`src/rtl/addn_pipe.sv`:
```
`default_nettype none
// ============================================================================
//  Module      : addn_pipe
//  Description : Pipelined WIDTH-bit adder/subtractor. The operands are split
//                into CHUNK-bit slices, and each slice is added in its own
//                register stage by a ripple adder. The carry and the
//                not-yet-added high operand bits move forward through skew
//                registers. A valid/ready handshake sits on both sides, and
//                one global enable advances the whole pipeline.
//  Revision    : 1.0  initial release
// ----------------------------------------------------------------------------
//  Parameters
//     WIDTH      operand/result width (>= 1)
//     CHUNK      bits added per pipeline stage (1 <= CHUNK <= WIDTH)
//  Ports
//     clk        rising-edge clock
//     rst_n      synchronous active-low reset
//     in_valid   operand beat valid
//     in_ready   beat accepted this cycle (combinational from output side)
//     a, b       operands, unsigned or two's complement
//     cin        carry-in (add) / borrow-in (sub)
//     sub        0: a+b+cin, 1: a-b-cin
//     out_valid  result beat valid
//     out_ready  downstream accepts the result
//     sum        result bits
//     cout       carry out of MSB (for subtract: 1 = no borrow)
//     ovf        signed two's-complement overflow
// ============================================================================
module addn_pipe #(
   parameter int WIDTH = 8,
   parameter int CHUNK = 4
) (
   input  logic             clk,
   input  logic             rst_n,
   input  logic             in_valid,
   output logic             in_ready,
   input  logic [WIDTH-1:0] a,
   input  logic [WIDTH-1:0] b,
   input  logic             cin,
   input  logic             sub,
   output logic             out_valid,
   input  logic             out_ready,
   output logic [WIDTH-1:0] sum,
   output logic             cout,
   output logic             ovf
);

   localparam int STAGES = (WIDTH + CHUNK - 1) / CHUNK;

   // Per-stage pipeline state. r_a/r_b carry the operands forward (B is
   // already inverted for subtract). Only the bits above the current stage's
   // slice are consumed downstream. r_sum accumulates the completed low
   // slices of the result.
   logic             r_vld [STAGES];
   logic [WIDTH-1:0] r_a   [STAGES];
   logic [WIDTH-1:0] r_b   [STAGES];
   logic [WIDTH-1:0] r_sum [STAGES];
   logic             r_c   [STAGES];
   logic             r_ovf;

   // A single enable stalls or advances every stage together. Bubbles are
   // kept in place rather than collapsed. This keeps the only combinational
   // output (in_ready) a function of the output side alone.
   logic w_en;

   assign w_en      = !r_vld[STAGES-1] || out_ready;
   assign in_ready  = w_en;
   assign out_valid = r_vld[STAGES-1];
   assign sum       = r_sum[STAGES-1];
   assign cout      = r_c[STAGES-1];
   assign ovf       = r_ovf;

   for (genvar k = 0; k < STAGES; k++) begin : g_stage
      // This stage's slice [HI:LO]. The final slice may be narrower than CHUNK.
      localparam int LO = k * CHUNK;
      localparam int HI = ((k + 1) * CHUNK < WIDTH) ? (k + 1) * CHUNK - 1 : WIDTH - 1;
      localparam int CW = HI - LO + 1;

      logic [WIDTH-1:0] w_a_i;
      logic [WIDTH-1:0] w_b_i;
      logic [WIDTH-1:0] w_s_i;
      logic             w_c_i;
      logic             w_v_i;
      logic [CW:0]      w_add;

      if (k == 0) begin : g_first
         // Subtract is computed as a + ~b + ~cin.
         assign w_a_i = a;
         assign w_b_i = sub ? ~b : b;
         assign w_c_i = sub ^ cin;
         assign w_s_i = '0;
         assign w_v_i = in_valid & w_en;
      end else begin : g_next
         assign w_a_i = r_a[k-1];
         assign w_b_i = r_b[k-1];
         assign w_c_i = r_c[k-1];
         assign w_s_i = r_sum[k-1];
         assign w_v_i = r_vld[k-1];
      end

      assign w_add = {1'b0, w_a_i[HI:LO]} + {1'b0, w_b_i[HI:LO]} + {{CW{1'b0}}, w_c_i};

      always_ff @(posedge clk) begin
         if (!rst_n) begin
            r_vld[k] <= 1'b0;
            r_a[k]   <= '0;
            r_b[k]   <= '0;
            r_sum[k] <= '0;
            r_c[k]   <= 1'b0;
         end else if (w_en) begin
            r_vld[k] <= w_v_i;
            // Data registers only load real beats. Bubbles leave the data
            // untouched, and the valid bit alone marks them as empty.
            if (w_v_i) begin
               r_a[k]   <= w_a_i;
               r_b[k]   <= w_b_i;
               // Slots at and above LO are still zero in w_s_i, so OR-ing
               // the new slice in is enough.
               r_sum[k] <= w_s_i | (WIDTH'(w_add[CW-1:0]) << LO);
               r_c[k]   <= w_add[CW];
            end
         end
      end

      if (k == STAGES - 1) begin : g_last
         // The carry into the MSB is recovered from the MSB sum bit:
         // s = a ^ b ^ c_in, so c_in = a ^ b ^ s.
         logic w_c_msb;
         assign w_c_msb = w_a_i[WIDTH-1] ^ w_b_i[WIDTH-1] ^ w_add[CW-1];

         always_ff @(posedge clk) begin
            if (!rst_n) begin
               r_ovf <= 1'b0;
            end else if (w_en && w_v_i) begin
               r_ovf <= w_c_msb ^ w_add[CW];
            end
         end
      end
   end

endmodule
`default_nettype wire
```
`config.mk`:
```
export PLATFORM = sky130hd
export DESIGN_NAME = addn_pipe
export DESIGN_NICKNAME = d
export VERILOG_FILES = /design/src/rtl/addn_pipe.sv
export SDC_FILE = /design/constraint.sdc
export NUM_CORES = 1
export LEC_CHECK = 0
export ABC_AREA = 1
export BUFFER_PORTS_ARGS = -buffer_cell sky130_fd_sc_hd__clkbuf_2
export CELL_PAD_IN_SITES_DETAIL_PLACEMENT = 0
export CELL_PAD_IN_SITES_GLOBAL_PLACEMENT = 1
export CORE_ASPECT_RATIO = 0.9
export CORE_MARGIN = 3
export CORE_UTILIZATION = 45
export CTS_BUF_LIST = sky130_fd_sc_hd__clkbuf_8
export DETAILED_ROUTE_END_ITERATION = 12
export HOLD_SLACK_MARGIN = 0.08
export MAX_ROUTING_LAYER = met4
export PLACE_DENSITY = 0.95
export SYNTH_ARGS = -nofsm -noshare
export SYNTH_HDL_FRONTEND = slang
export SYNTH_SLANG_ARGS = --single-unit
```
`constraint.sdc`:
```
create_clock -name clk -period 2.7 [get_ports clk]
set_input_delay 0.135 -clock clk [delete_from_list [all_inputs] [get_ports clk]]
set_output_delay 0.135 -clock clk [all_outputs]
set_load 0.01 [all_outputs]
```
==> results.ini <==
[grt]
track_usage = 0.130
grt_pass1_wl_um = 3680
antenna_found_initial = 0
grt_pass1_vias = 897
overflow = 0
grt_max_degree = 14

[sta]
worst_slew_pin_slew_ns = 0.503
finalHoldViolCount = 0
finalSetupViolations = 0
fin_skew_ns = 0.00186
rsz0062_at_grt = false
slew_headroom = 0.664
setup_tns_ns = 0
final_max_slew_viol_count = 0
fmax_mhz = 557
fin_hold_ws_ns = 0.176
period_share = 0.664
min_period_ns = 1.79

[clock_network]
cts-htree-levels = 1
cts.sinks = 25
path_clk_slew_ns = 0.08
cts_buffers = 3
cts_resized = 0
cts_hold_buf = 0
clock_latency_ns = 0.26
clockBufferDepth = 2
cts_setup_buffers = 0
cts_tree = yes
clockRootBuffer = clkbuf_8

[route]
top_layer_used = met4
drt_first_iter_violations = 17
vias = 891
wl_met2_um = 975
wl_per_cell_um = 10.1
dr.pass1.iters = 4
wirelength_um = 2070
wl_met3_um = 96
antenna_left = 0
drc = 0
drt-met1-wl_um = 975
vias_per_cell = 4.35

[hold_path]
hold_class = in2reg
hp-start = a[7]
min_to = r_a[0][7]$_SDFFCE_PN0P_
hold_depth = 3

[finish]
drive_gt1_frac = 0.261
final_nets = 198
antenna_cells = 0
syn2layout_area_growth_pct = 17.6
fillCellCount = 245

[setup_path]
timing.rr.start = r_a[0][4]$_SDFFCE_PN0P_
reg2reg_depth = 9
reg2reg_slack_ns = 0.91
timing.critical_path.mode_cell = nand2_1
endpoint_kind = register
slowest_delay_ns = 0.47
cp_slowest_cell = fa_1
cp-start-kind = register
critPathKind = reg2reg
critical_path_required_ns = 2.91
crit_arrival_ns = 2.00
cp_max_fo = 3
rr_endpoint = ovf$_SDFFE_PN0P_
path_cells = fa_1, fa_1, nand2_1, nand2_1, nand2_1, nand2_1, nand3_1, nand2_1, inv_1

[floorplanning]
core-area_mm2 = 0.00282
die_area_mm2 = 0.00373
start_util = 0.484
rows = 18
die_y_um = 58.2
io_pins = 34
die_width_um = 64.0

[synth]
syn_avg_cell_area_um2 = 10.4
syn_area_mm2 = 0.00136
syn_nets = 163
ys_ff_latch = 25
synthDistinctLibCells = 22
seq_area_frac_synth = 0.528
synth_top_area_share = 0.484
yosysTopAreaCell = edfxtp_1
yosysWarnings = 0
synthCells = 131
synth_area_leaders = edfxtp_1, fa_1, nor2_1

[place]
place_hpwl_um = 1690
io_buffers = 33
place_congestion = 0.826

[job]
max-cap-violations = 0

[pwr]
p_leak_nw = 0.792
power_density_mw_per_mm2 = 526
ir_drop_uv = 202

[run_status]
status = complete, no violations

layout by cell type, fill, tap and decap left out, types with 3 or more instances in the layout:
master    synthesis  final
edfxtp_1         22     22
clkbuf_2          0     33
nor2_1           21     21
clkbuf_8          0      3
xnor2_1           6      6
nand2_1          18     18
inv_1            20     21
nand2_4           3      3
dfxtp_1           3      3
fa_1              4      4
ha_1              6      6
xor2_1            3      3
a21oi_1           5      5
nand3_1           9      9
area by class of cell:
cell class / instances / area [µm²] / area share
flip-flops and latches: 25 / 721 / 0.449
multi-input cells: 81 / 538 / 0.335
repair buffers: 33 / 165 / 0.103
inverters: 22 / 85.1 / 0.0530
well taps: 40 / 50.0 / 0.0312
clock buffers: 3 / 41.3 / 0.0257
clock inverters: 1 / 3.75 / 0.00234
state kept, by name, summed over array words and instances, names as in the netlist:
name,count
r_b,4
r_a,4
r_sum,12
r_vld,2
r_c,2
ovf,1
report_power, final:
part | total (mW) | switching, mW | internal, mW
logic | 0.166 | 0.0963 | 0.0694
registers | 0.470 | 0.0130 | 0.457
clock network | 0.207 | 0.106 | 0.101
total | 0.843 | 0.215 | 0.628
worst max-delay path by stage:
stage,from,end
2_1_floorplan,sub,r_sum[0][1]$_SDFFCE_PN0P_
3_3_place_gp,sub,r_sum[0][1]$_SDFFCE_PN0P_
3_5_place_dp,sub,r_sum[0][1]$_SDFFCE_PN0P_
4_1_cts,r_a[0][4]$_SDFFCE_PN0P_,ovf$_SDFFE_PN0P_
5_1_grt,r_a[0][4]$_SDFFCE_PN0P_,ovf$_SDFFE_PN0P_
6_report,r_a[0][4]$_SDFFCE_PN0P_,ovf$_SDFFE_PN0P_
metrics by stage:
stage	total power, mW	setup slack [ns]	std cells	util	cell area [µm²]
2_1_floorplan	0.595	1.03	131	-	1360
3_3_place_gp	0.639	0.948	201	0.554	1560
3_5_place_dp	0.645	0.922	201	0.554	1560
4_1_cts	0.850	0.905	205	0.570	1600
5_1_grt	0.896	0.779	205	0.570	1600
6_report	0.843	0.906	205	0.570	1600
per-layer routing:
metal	global-route usage	vias up
li1	-	483
met4	0.0462	0
met2	0.215	28
met1	0.161	378
met3	0.0233	2
met5	-	-
worst max-delay path, delay by kind of cell (launching register included):
family / cells / cell delay [ns]
flops: 1 / 0.40
buf+inv: 1 / 0.05
fa+ha+maj: 2 / 0.90
simple gates: 6 / 0.39
cells by family (layout without fill, tap and decap cells):
logic type,Yosys count,after routing,synth area share
compound gates,8,8,0.0312
xor+xnor,9,9,0.0578
buf+inv,25,59,0.0771
flops,25,25,0.528
simple gates,54,54,0.192
fa+ha+maj,10,10,0.114
cells in the mapped netlist:
cell      count
xnor2_1       6
fa_1          4
xor2_1        3
and2_1        1
o21ai_1       1
nand2_1      18
nand3_1       9
dfxtp_1       3
a21oi_1       5
edfxtp_1     22
inv_4         1
o21ai_0       1
nor2_1       21
o21a_1        1
ha_1          6
nor3b_2       1
inv_1        20
inv_2         1
nand3_4       1
buf_2         1
buf_4         2
nand2_4       3
Power figures use the tool's default switching activity.
